[config.mk]
export PLATFORM = sky130hd
export DESIGN_NAME = uart_receiver_flat
export DESIGN_NICKNAME = d
export VERILOG_FILES = /design/src/rtl/uart_receiver_if.sv /design/src/rtl/uart_receiver.sv /design/src/flat_wrapper.sv
export SDC_FILE = /design/constraint.sdc
export NUM_CORES = 1
export LEC_CHECK = 0
export ABC_AREA = 1
export CORE_MARGIN = 4
export CORE_UTILIZATION = 60
export CTS_CLUSTER_DIAMETER = 150
export CTS_CLUSTER_SIZE = 25
export DETAILED_ROUTE_END_ITERATION = 8
export PLACE_DENSITY = 0.83
export SYNTH_ARGS = -nofsm -noshare
export SYNTH_HDL_FRONTEND = slang
export SYNTH_SLANG_ARGS = --single-unit
[constraint.sdc]
create_clock -name clk -period 2.42 [get_ports clk]
set_input_delay 0.484 -clock clk [delete_from_list [all_inputs] [get_ports clk]]
set_output_delay 0.484 -clock clk [all_outputs]
set_load 0.01 [all_outputs]
[src/rtl/uart_receiver_if.sv]
// Byte-side handshake bundle between the UART receiver and its consumer.
interface uart_receiver_if;
    logic [7:0] data_out;
    logic       data_out_valid;
    logic       data_out_ready;
    logic       framing_error;
    logic       overrun;

    modport master (
        output data_out,
        output data_out_valid,
        output framing_error,
        output overrun,
        input  data_out_ready
    );

    modport slave (
        input  data_out,
        input  data_out_valid,
        input  framing_error,
        input  overrun,
        output data_out_ready
    );
endinterface

[src/rtl/uart_receiver.sv]
// 8N1 UART receiver: synchronizes serial_in, reassembles LSB-first frames and
// hands each byte to the consumer through a valid/ready handshake.
//
// state     | meaning
// ----------+------------------------------------------------------------
// S_IDLE    | line idle, waiting for a falling edge on rx
// S_START   | timing to the start-bit centre to reject glitches
// S_DATA    | sampling the eight data bits, one per bit period
// S_STOP    | sampling the stop bit, then deliver / overrun / framing error
// S_WAIT_HI | stop bit was low (break); wait for the line to return high
module uart_receiver #(
    parameter int CLOCK_FREQ = 50_000_000,
    parameter int BAUD_RATE  = 1_000_000
) (
    input  logic            clk,
    input  logic            rst,
    input  logic            serial_in,
    uart_receiver_if.master rx_if
);

    localparam int SYMBOL_EDGE_TIME = CLOCK_FREQ / BAUD_RATE;
    localparam int SAMPLE_TIME      = SYMBOL_EDGE_TIME / 2;
    localparam int CNT_W            = $clog2(SYMBOL_EDGE_TIME);

    localparam logic [CNT_W-1:0] SAMPLE_LOAD = CNT_W'(SAMPLE_TIME - 1);
    localparam logic [CNT_W-1:0] BIT_LOAD    = CNT_W'(SYMBOL_EDGE_TIME - 1);

    localparam logic [2:0] S_IDLE    = 3'd0;
    localparam logic [2:0] S_START   = 3'd1;
    localparam logic [2:0] S_DATA    = 3'd2;
    localparam logic [2:0] S_STOP    = 3'd3;
    localparam logic [2:0] S_WAIT_HI = 3'd4;

    if (SYMBOL_EDGE_TIME < 4) begin : g_param_check
        $error("uart_receiver: CLOCK_FREQ/BAUD_RATE must be at least 4");
    end

    logic             sync_q;
    logic             rx_q;
    logic [2:0]       state_q, state_d;
    logic [CNT_W-1:0] cnt_q, cnt_d;
    logic [2:0]       idx_q, idx_d;
    logic [7:0]       shift_q, shift_d;
    logic [7:0]       data_q, data_d;
    logic             valid_q, valid_d;
    logic             ferr_q, ferr_d;
    logic             ovr_q, ovr_d;
    logic             tc;

    // Timer counts down from (period-1); terminal count marks the sample point.
    assign tc = (cnt_q == '0);

    always_comb begin
        state_d = state_q;
        cnt_d   = tc ? cnt_q : cnt_q - CNT_W'(1);
        idx_d   = idx_q;
        shift_d = shift_q;
        data_d  = data_q;
        valid_d = valid_q && !rx_if.data_out_ready;
        ferr_d  = 1'b0;
        ovr_d   = 1'b0;

        case (state_q)
            S_IDLE: begin
                if (!rx_q) begin
                    state_d = S_START;
                    cnt_d   = SAMPLE_LOAD;
                end
            end
            S_START: begin
                if (tc) begin
                    if (!rx_q) begin
                        state_d = S_DATA;
                        cnt_d   = BIT_LOAD;
                        idx_d   = 3'd0;
                    end else begin
                        state_d = S_IDLE;
                        cnt_d   = '0;
                    end
                end
            end
            S_DATA: begin
                if (tc) begin
                    shift_d[idx_q] = rx_q;
                    idx_d          = idx_q + 3'd1;
                    cnt_d          = BIT_LOAD;
                    if (idx_q == 3'd7) begin
                        state_d = S_STOP;
                    end
                end
            end
            S_STOP: begin
                if (tc) begin
                    cnt_d = '0;
                    if (rx_q) begin
                        state_d = S_IDLE;
                        // An accept on this same cycle frees the buffer for the new byte.
                        if (!valid_q || rx_if.data_out_ready) begin
                            data_d  = shift_q;
                            valid_d = 1'b1;
                        end else begin
                            ovr_d = 1'b1;
                        end
                    end else begin
                        state_d = S_WAIT_HI;
                        ferr_d  = 1'b1;
                    end
                end
            end
            S_WAIT_HI: begin
                if (rx_q) begin
                    state_d = S_IDLE;
                    cnt_d   = '0;
                end
            end
            default: begin
                state_d = S_IDLE;
                cnt_d   = '0;
            end
        endcase
    end

    always_ff @(posedge clk) begin
        if (rst) begin
            sync_q  <= 1'b1;
            rx_q    <= 1'b1;
            state_q <= S_IDLE;
            cnt_q   <= '0;
            idx_q   <= 3'd0;
            shift_q <= 8'h00;
            data_q  <= 8'h00;
            valid_q <= 1'b0;
            ferr_q  <= 1'b0;
            ovr_q   <= 1'b0;
        end else begin
            sync_q  <= serial_in;
            rx_q    <= sync_q;
            state_q <= state_d;
            cnt_q   <= cnt_d;
            idx_q   <= idx_d;
            shift_q <= shift_d;
            data_q  <= data_d;
            valid_q <= valid_d;
            ferr_q  <= ferr_d;
            ovr_q   <= ovr_d;
        end
    end

    assign rx_if.data_out       = data_q;
    assign rx_if.data_out_valid = valid_q;
    assign rx_if.framing_error  = ferr_q;
    assign rx_if.overrun        = ovr_q;

endmodule

[src/flat_wrapper.sv]
// flat-port wrapper written by rule: the top's interface ports become plain ports
module uart_receiver_flat 
#(
    parameter int CLOCK_FREQ = 50_000_000,
    parameter int BAUD_RATE  = 1_000_000
)
  (clk, rst, serial_in, rx_if_data_out, rx_if_data_out_valid, rx_if_framing_error, rx_if_overrun, rx_if_data_out_ready);
  uart_receiver_if rx_if_i ();
  input  logic clk;
  input  logic rst;
  input  logic serial_in;
  output wire logic [$bits(rx_if_i.data_out)-1:0] rx_if_data_out;
  output wire logic [$bits(rx_if_i.data_out_valid)-1:0] rx_if_data_out_valid;
  output wire logic [$bits(rx_if_i.framing_error)-1:0] rx_if_framing_error;
  output wire logic [$bits(rx_if_i.overrun)-1:0] rx_if_overrun;
  input wire logic [$bits(rx_if_i.data_out_ready)-1:0] rx_if_data_out_ready;
  assign rx_if_data_out = rx_if_i.data_out;
  assign rx_if_data_out_valid = rx_if_i.data_out_valid;
  assign rx_if_framing_error = rx_if_i.framing_error;
  assign rx_if_overrun = rx_if_i.overrun;
  assign rx_if_i.data_out_ready = rx_if_data_out_ready;
  uart_receiver #(.CLOCK_FREQ(CLOCK_FREQ), .BAUD_RATE(BAUD_RATE)) u_core (.clk(clk), .rst(rst), .serial_in(serial_in), .rx_if(rx_if_i));
endmodule
# Yosys cells after proc, flatten, opt, wreduce, memory -nomap -nowiden
# Index checks and enable logic that the tools add are counted.
# W data, S select, Z words.
[word_totals] ff_bits=33 latchBits=0 ramBits=0 mem_bits_ro=0 input_bits=4 output_inout_bits=11 word_cells=73 mem_count=0
[op_classes] add_sub_neg=2 n_mul=0 n_div=0 n_lt_le_gt_ge=2 eq_ne=12 shifts=0 muxes=30 bitwise=3 n_reduce_logical=14
[ops] operator="$mux W6" count=7
[ops] operator="$mux W3" count=10
[ops] operator="$pmux W6 S5" count=1
[ops] operator="$pmux W3 S5" count=1
[ops] operator="$ne A2 B1 Y1 const B" count=5
[ops] operator="$bwmux W8" count=1
[ops] operator="$reduce_and A4 Y1" count=2
[ops] operator="$mux W1" count=7
[ops] operator="$eq A3 B2 Y1 const B" count=2
[ops] operator="$eq A3 B3 Y1 const B" count=2
[ops] operator="$logic_not A6 Y1" count=1
[ops] operator="$pmux W3 S2" count=1
[ops] operator="$reduce_and A6 Y1" count=1
[ops] operator="$sub A6 B1 Y6 const B" count=1
[ops] operator="$lt A3 B4 Y1 const B" count=1
[ops] operator="$ne A2 B2 Y1 const B" count=2
[ops] operator="$reduce_or A4 Y1" count=1
[ops] operator="$add A3 B1 Y3 const B" count=1
[ops] operator="$demux W1 S3" count=1
[ops] operator="$eq A3 B1 Y1 const B" count=1
[ops] operator="$ge A3 B1 Y1 const B" count=1
[ops] operator="$logic_not A3 Y1" count=1
[ops] operator="$not A1 Y1" count=3
[ops] operator="$reduce_or A3 Y1" count=1
[ops] operator="other kinds (6)" count=8

# Longest topological paths before layout
[depth] depth_word=6 mapped_depth=11 depth_no_buf=10

# Worst setup path after synthesis
# No wires, ideal clock.
[synth_timing] path_type="register to register" from="register u_core.cnt_q[0]" to="register u_core.cnt_q[0]" setup_ns=0.127 arrival_ns=1.490 required_time_ns=2.293 setup_slack_ns=0.803 stages_incl_launch_ff=12 path_buffers=1 period_less_slack_ns=1.617 path_cell_list="dfxtp_1 -> inv_1 -> ha_1 -> inv_1 -> nor2_4 -> nand3_2 -> buf_6 -> ha_1 -> nand4_1 -> o21ai_0 -> a21oi_1 -> a21oi_1"
[synth_between] elab_chain_cells=4 word_cells_on_any_way=9 classes_between="add/sub: 1; mux: 7; reduce/logical: 1"
[synth_rtl] element="from (decl)" line_no="uart_receiver.sv:41" text="logic [CNT_W-1:0] cnt_q, cnt_d;"
[synth_rtl] element="from (signal assigned)" line_no="uart_receiver.sv:139" text="cnt_q <= cnt_d;"
[synth_rtl] element="$sub A6 B1 Y6 or $logic_not A6 Y1 (tied branches)" line_no="uart_receiver.sv:55, uart_receiver.sv:51"
[synth_rtl] element="$mux W6" line_no="uart_receiver.sv:55" text="cnt_d = tc ? cnt_q : cnt_q - CNT_W'(1);"
[synth_rtl] element="$mux W6 (on tied branches)"
[synth_rtl] element="$pmux W6 S5 (*)" line_no="uart_receiver.sv:63" text="case (state_q)"
# Every way passes the cells marked *; elsewhere a longest branch is shown, timed or not.
# A chain may end at the register's enable or synchronous reset.

# Final worst setup path
# Ends and elaborated chain as after synthesis.

==> metrics.yaml <==
grt_setup_unrepaired: "false"
synth.avg_cell_area_um2: 7.07
drv_slew: 0
core_area_mm2: 0.00250
cts_tree: "yes"
antenna_found_initial: 0
peakVddDrop_v: 0.000817
numClockSinks: 33
placementRows: 18
cap_viol_max_count: 0
grt_max_degree: 24
post-route-util: 0.732
wire_per_inst_um: 12.2
drive_above_1_share: 0.0898
ys_seq_area_frac: 0.413
numCtsBuffers: 5
startpoint: "u_core.cnt_q[0]$_SDFF_PP0_"
htreeDepth: 2
track_usage: 0.215
io_pins: 15
worstMarginPinSlew_ns: 0.400
drtIter0Drc: 79
finalSetupViolations: 0
start_kind: "register"
clkLatencyLatePin_ns: 0.33
yosysUniqueCellTypes: 23
timing.rr.end: "u_core.cnt_q[0]$_SDFF_PP0_"
initial_core_util: 0.639
grt_pass1_wl_um: 5800
drt_drc_violations_left: 0
stdcell_area_mm2: 0.00183
synth_fp_nets: 235
wl_um: 3340
fin_nets: 253
syn_inst: 226
ctsResizeCount: 0
instances_no_fill: 275
final.setup.tns_ns: 0
clockBufferDepth: 2
vias: 1530
fill_cells: 191
min_path_type: "reg2reg"
worst-endpoint-arrival_ns: 2.16
crit_path_cell_trace: "inv_1 > ha_1 > inv_1 > nor2_4 > nand3_2 > ha_1 > nand4_1 > o21ai_0 > a21oi_1 > a21oi_1"
netlist_area_mm2: 0.00160
clockRootBuffer: "clkbuf_4"
r2r_setup_slack_ns: 0.47
status: "finished, final reports clean"
end_kind: "register"
dieWidth_um: 59.6
die_area_mm2: 0.00355
powerDensity_mw_per_mm2: 1080
post_dp_cell_area_mm2: 0.00176
place_congestion: 0.874
ctsHoldBuffers: 0
postRouteAntennaNets: 0
finalCritPeriodShare: 0.804
p_leak_nw: 0.783
yosysWarningCount: 0
gr-total-overflow: 0
max-slew-margin-rel: 0.731
place_inst: 267
crit_fanout: 13
dp_hpwl_um: 2500
ys_seq_elements: 33
via_per_inst: 5.56
syn_to_final_growth_pct: 14.5
dr.pass1.iters: 4
diodes: 0
cp_slowest_stage_delay_ns: 0.34
required_ns: 2.63
hold_viol: 0
worstSetupPathType: "reg2reg"
cts_setup_buffers: 0
clock.fmax_mhz: 514
clk_pin_slew_ns: 0.10
critPathSlowestCell: "dfxtp_1"
finalWorstPathRequiredPeriod_ns: 1.95
rr_worst_depth: 10
cp-endpoint: "u_core.cnt_q[0]$_SDFF_PP0_"
io_buffers: 14
die_y_um: 59.6
grt_pass1_vias: 1407
finalClockSkew_ns: 0.00397
reg2reg_from: "u_core.cnt_q[0]$_SDFF_PP0_"
-- kinds of logic (layout without fill, tap and decap cells) --
group / Yosys count / in the layout / synth area share
compound gates: 34 / 34 / 0.108
fa+ha+maj: 5 / 5 / 0.0392
flops: 33 / 33 / 0.413
simple gates: 123 / 123 / 0.361
buf+inv: 31 / 50 / 0.0783
-- metal layers --
| layer | vias to the layer above | routed length (um) | GRT usage |
|---|---|---|---|
| met5 | - | 0 | 0 |
| met4 | 0 | 35 | 0.0886 |
| met3 | 6 | 174 | 0.0588 |
| met2 | 49 | 1640 | 0.354 |
| met1 | 707 | 1490 | 0.263 |
| li1 | 768 | - | - |
-- synthesized netlist by cell type, drive strengths merged --
cell type | instances | area (um^2)
o211ai | 1 | 7.51
o21ai | 5 | 25.0
ha | 5 | 62.6
nand3 | 33 | 170
dfxtp | 33 | 661
nor3 | 4 | 20.0
nand2 | 56 | 213
nand4 | 2 | 12.5
clkbuf | 2 | 7.51
or2 | 3 | 18.8
inv | 27 | 101
nor2 | 25 | 143
a21oi | 28 | 140
buf | 2 | 16.3
-- worst max-delay path: cells and delay by family (launching register included) --
family,cells,cell delay (ns)
AND/OR/NAND/NOR,3,0.55
adder cells (fa/ha/maj),2,0.50
flip-flops,1,0.34
AO/OA/AOI/OAI,3,0.27
buffers and inverters,2,0.17
-- worst min path at each step --
stage	end	slack, ns	startpoint	depth (start not counted)
final	u_core.rx_q$_SDFF_PP1_	0.43	u_core.sync_q$_SDFF_PP1_	1
after global routing	u_core.rx_q$_SDFF_PP1_	0.44	u_core.sync_q$_SDFF_PP1_	1
after CTS	u_core.rx_q$_SDFF_PP1_	0.43	u_core.sync_q$_SDFF_PP1_	1
after detailed placement	u_core.rx_q$_SDFF_PP1_	0.41	u_core.sync_q$_SDFF_PP1_	1
after global placement	u_core.rx_q$_SDFF_PP1_	0.40	u_core.sync_q$_SDFF_PP1_	1
after floorplan	u_core.rx_q$_SDFF_PP1_	0.39	u_core.sync_q$_SDFF_PP1_	1
-- metrics by stage --
step           hold WS (ns)  total power [mW]  setup slack [ns]
4_1_cts               0.434              1.98             0.489
5_1_grt               0.444              2.16             0.284
2_1_floorplan         0.389              1.48             0.803
6_report              0.427              1.98             0.473
3_3_place_gp          0.397              1.58             0.619
3_5_place_dp          0.412              1.63             0.506
-- registers in the layout, indices dropped and copies added (netlist names) --
name / cells
u_core.cnt_q: 6
u_core.idx_q: 3
u_core.rx_if.data_out: 8
u_core.rx_if.data_out_valid: 1
u_core.rx_if.framing_error: 1
u_core.rx_if.overrun: 1
u_core.rx_q: 1
u_core.shift_q: 8
u_core.state_q: 3
u_core.sync_q: 1
-- layout make-up --
cell class,instances,area [um^2],area share
Inverter,27,101,0.0554
Timing Repair Buffer,15,148,0.0807
Sequential cell,33,661,0.361
Clock inverter,1,5.00,0.00274
Multi-Input combinational cell,162,812,0.444
Tap cell,30,37.5,0.0205
Clock buffer,7,65.1,0.0356
-- placed cells by master, fill, tap and decap left out --
master / n
nand2_1: 55
dfxtp_1: 33
nand3_1: 32
a21oi_1: 28
inv_1: 24
nor2_1: 19
clkdlybuf4s50_1: 14
ha_1: 5
clkbuf_4: 5
nor2_4: 4
o21ai_0: 4
nor3_1: 4
inv_2: 3
nand4_1: 2
or2_2: 2
clkbuf_8: 2
nand3_2: 1
nand2_2: 1
nor2_2: 1
o21ai_1: 1
or2_0: 1
o211ai_1: 1
nor2_8: 1
clkinv_2: 1
buf_4: 1
-- power breakdown --
group          internal, mW  switching [mW]
Clock                 0.168           0.179
Sequential            0.618          0.0833
Combinational         0.296           0.639
Total                  1.08           0.901
(Power assumes the default switching activity.)
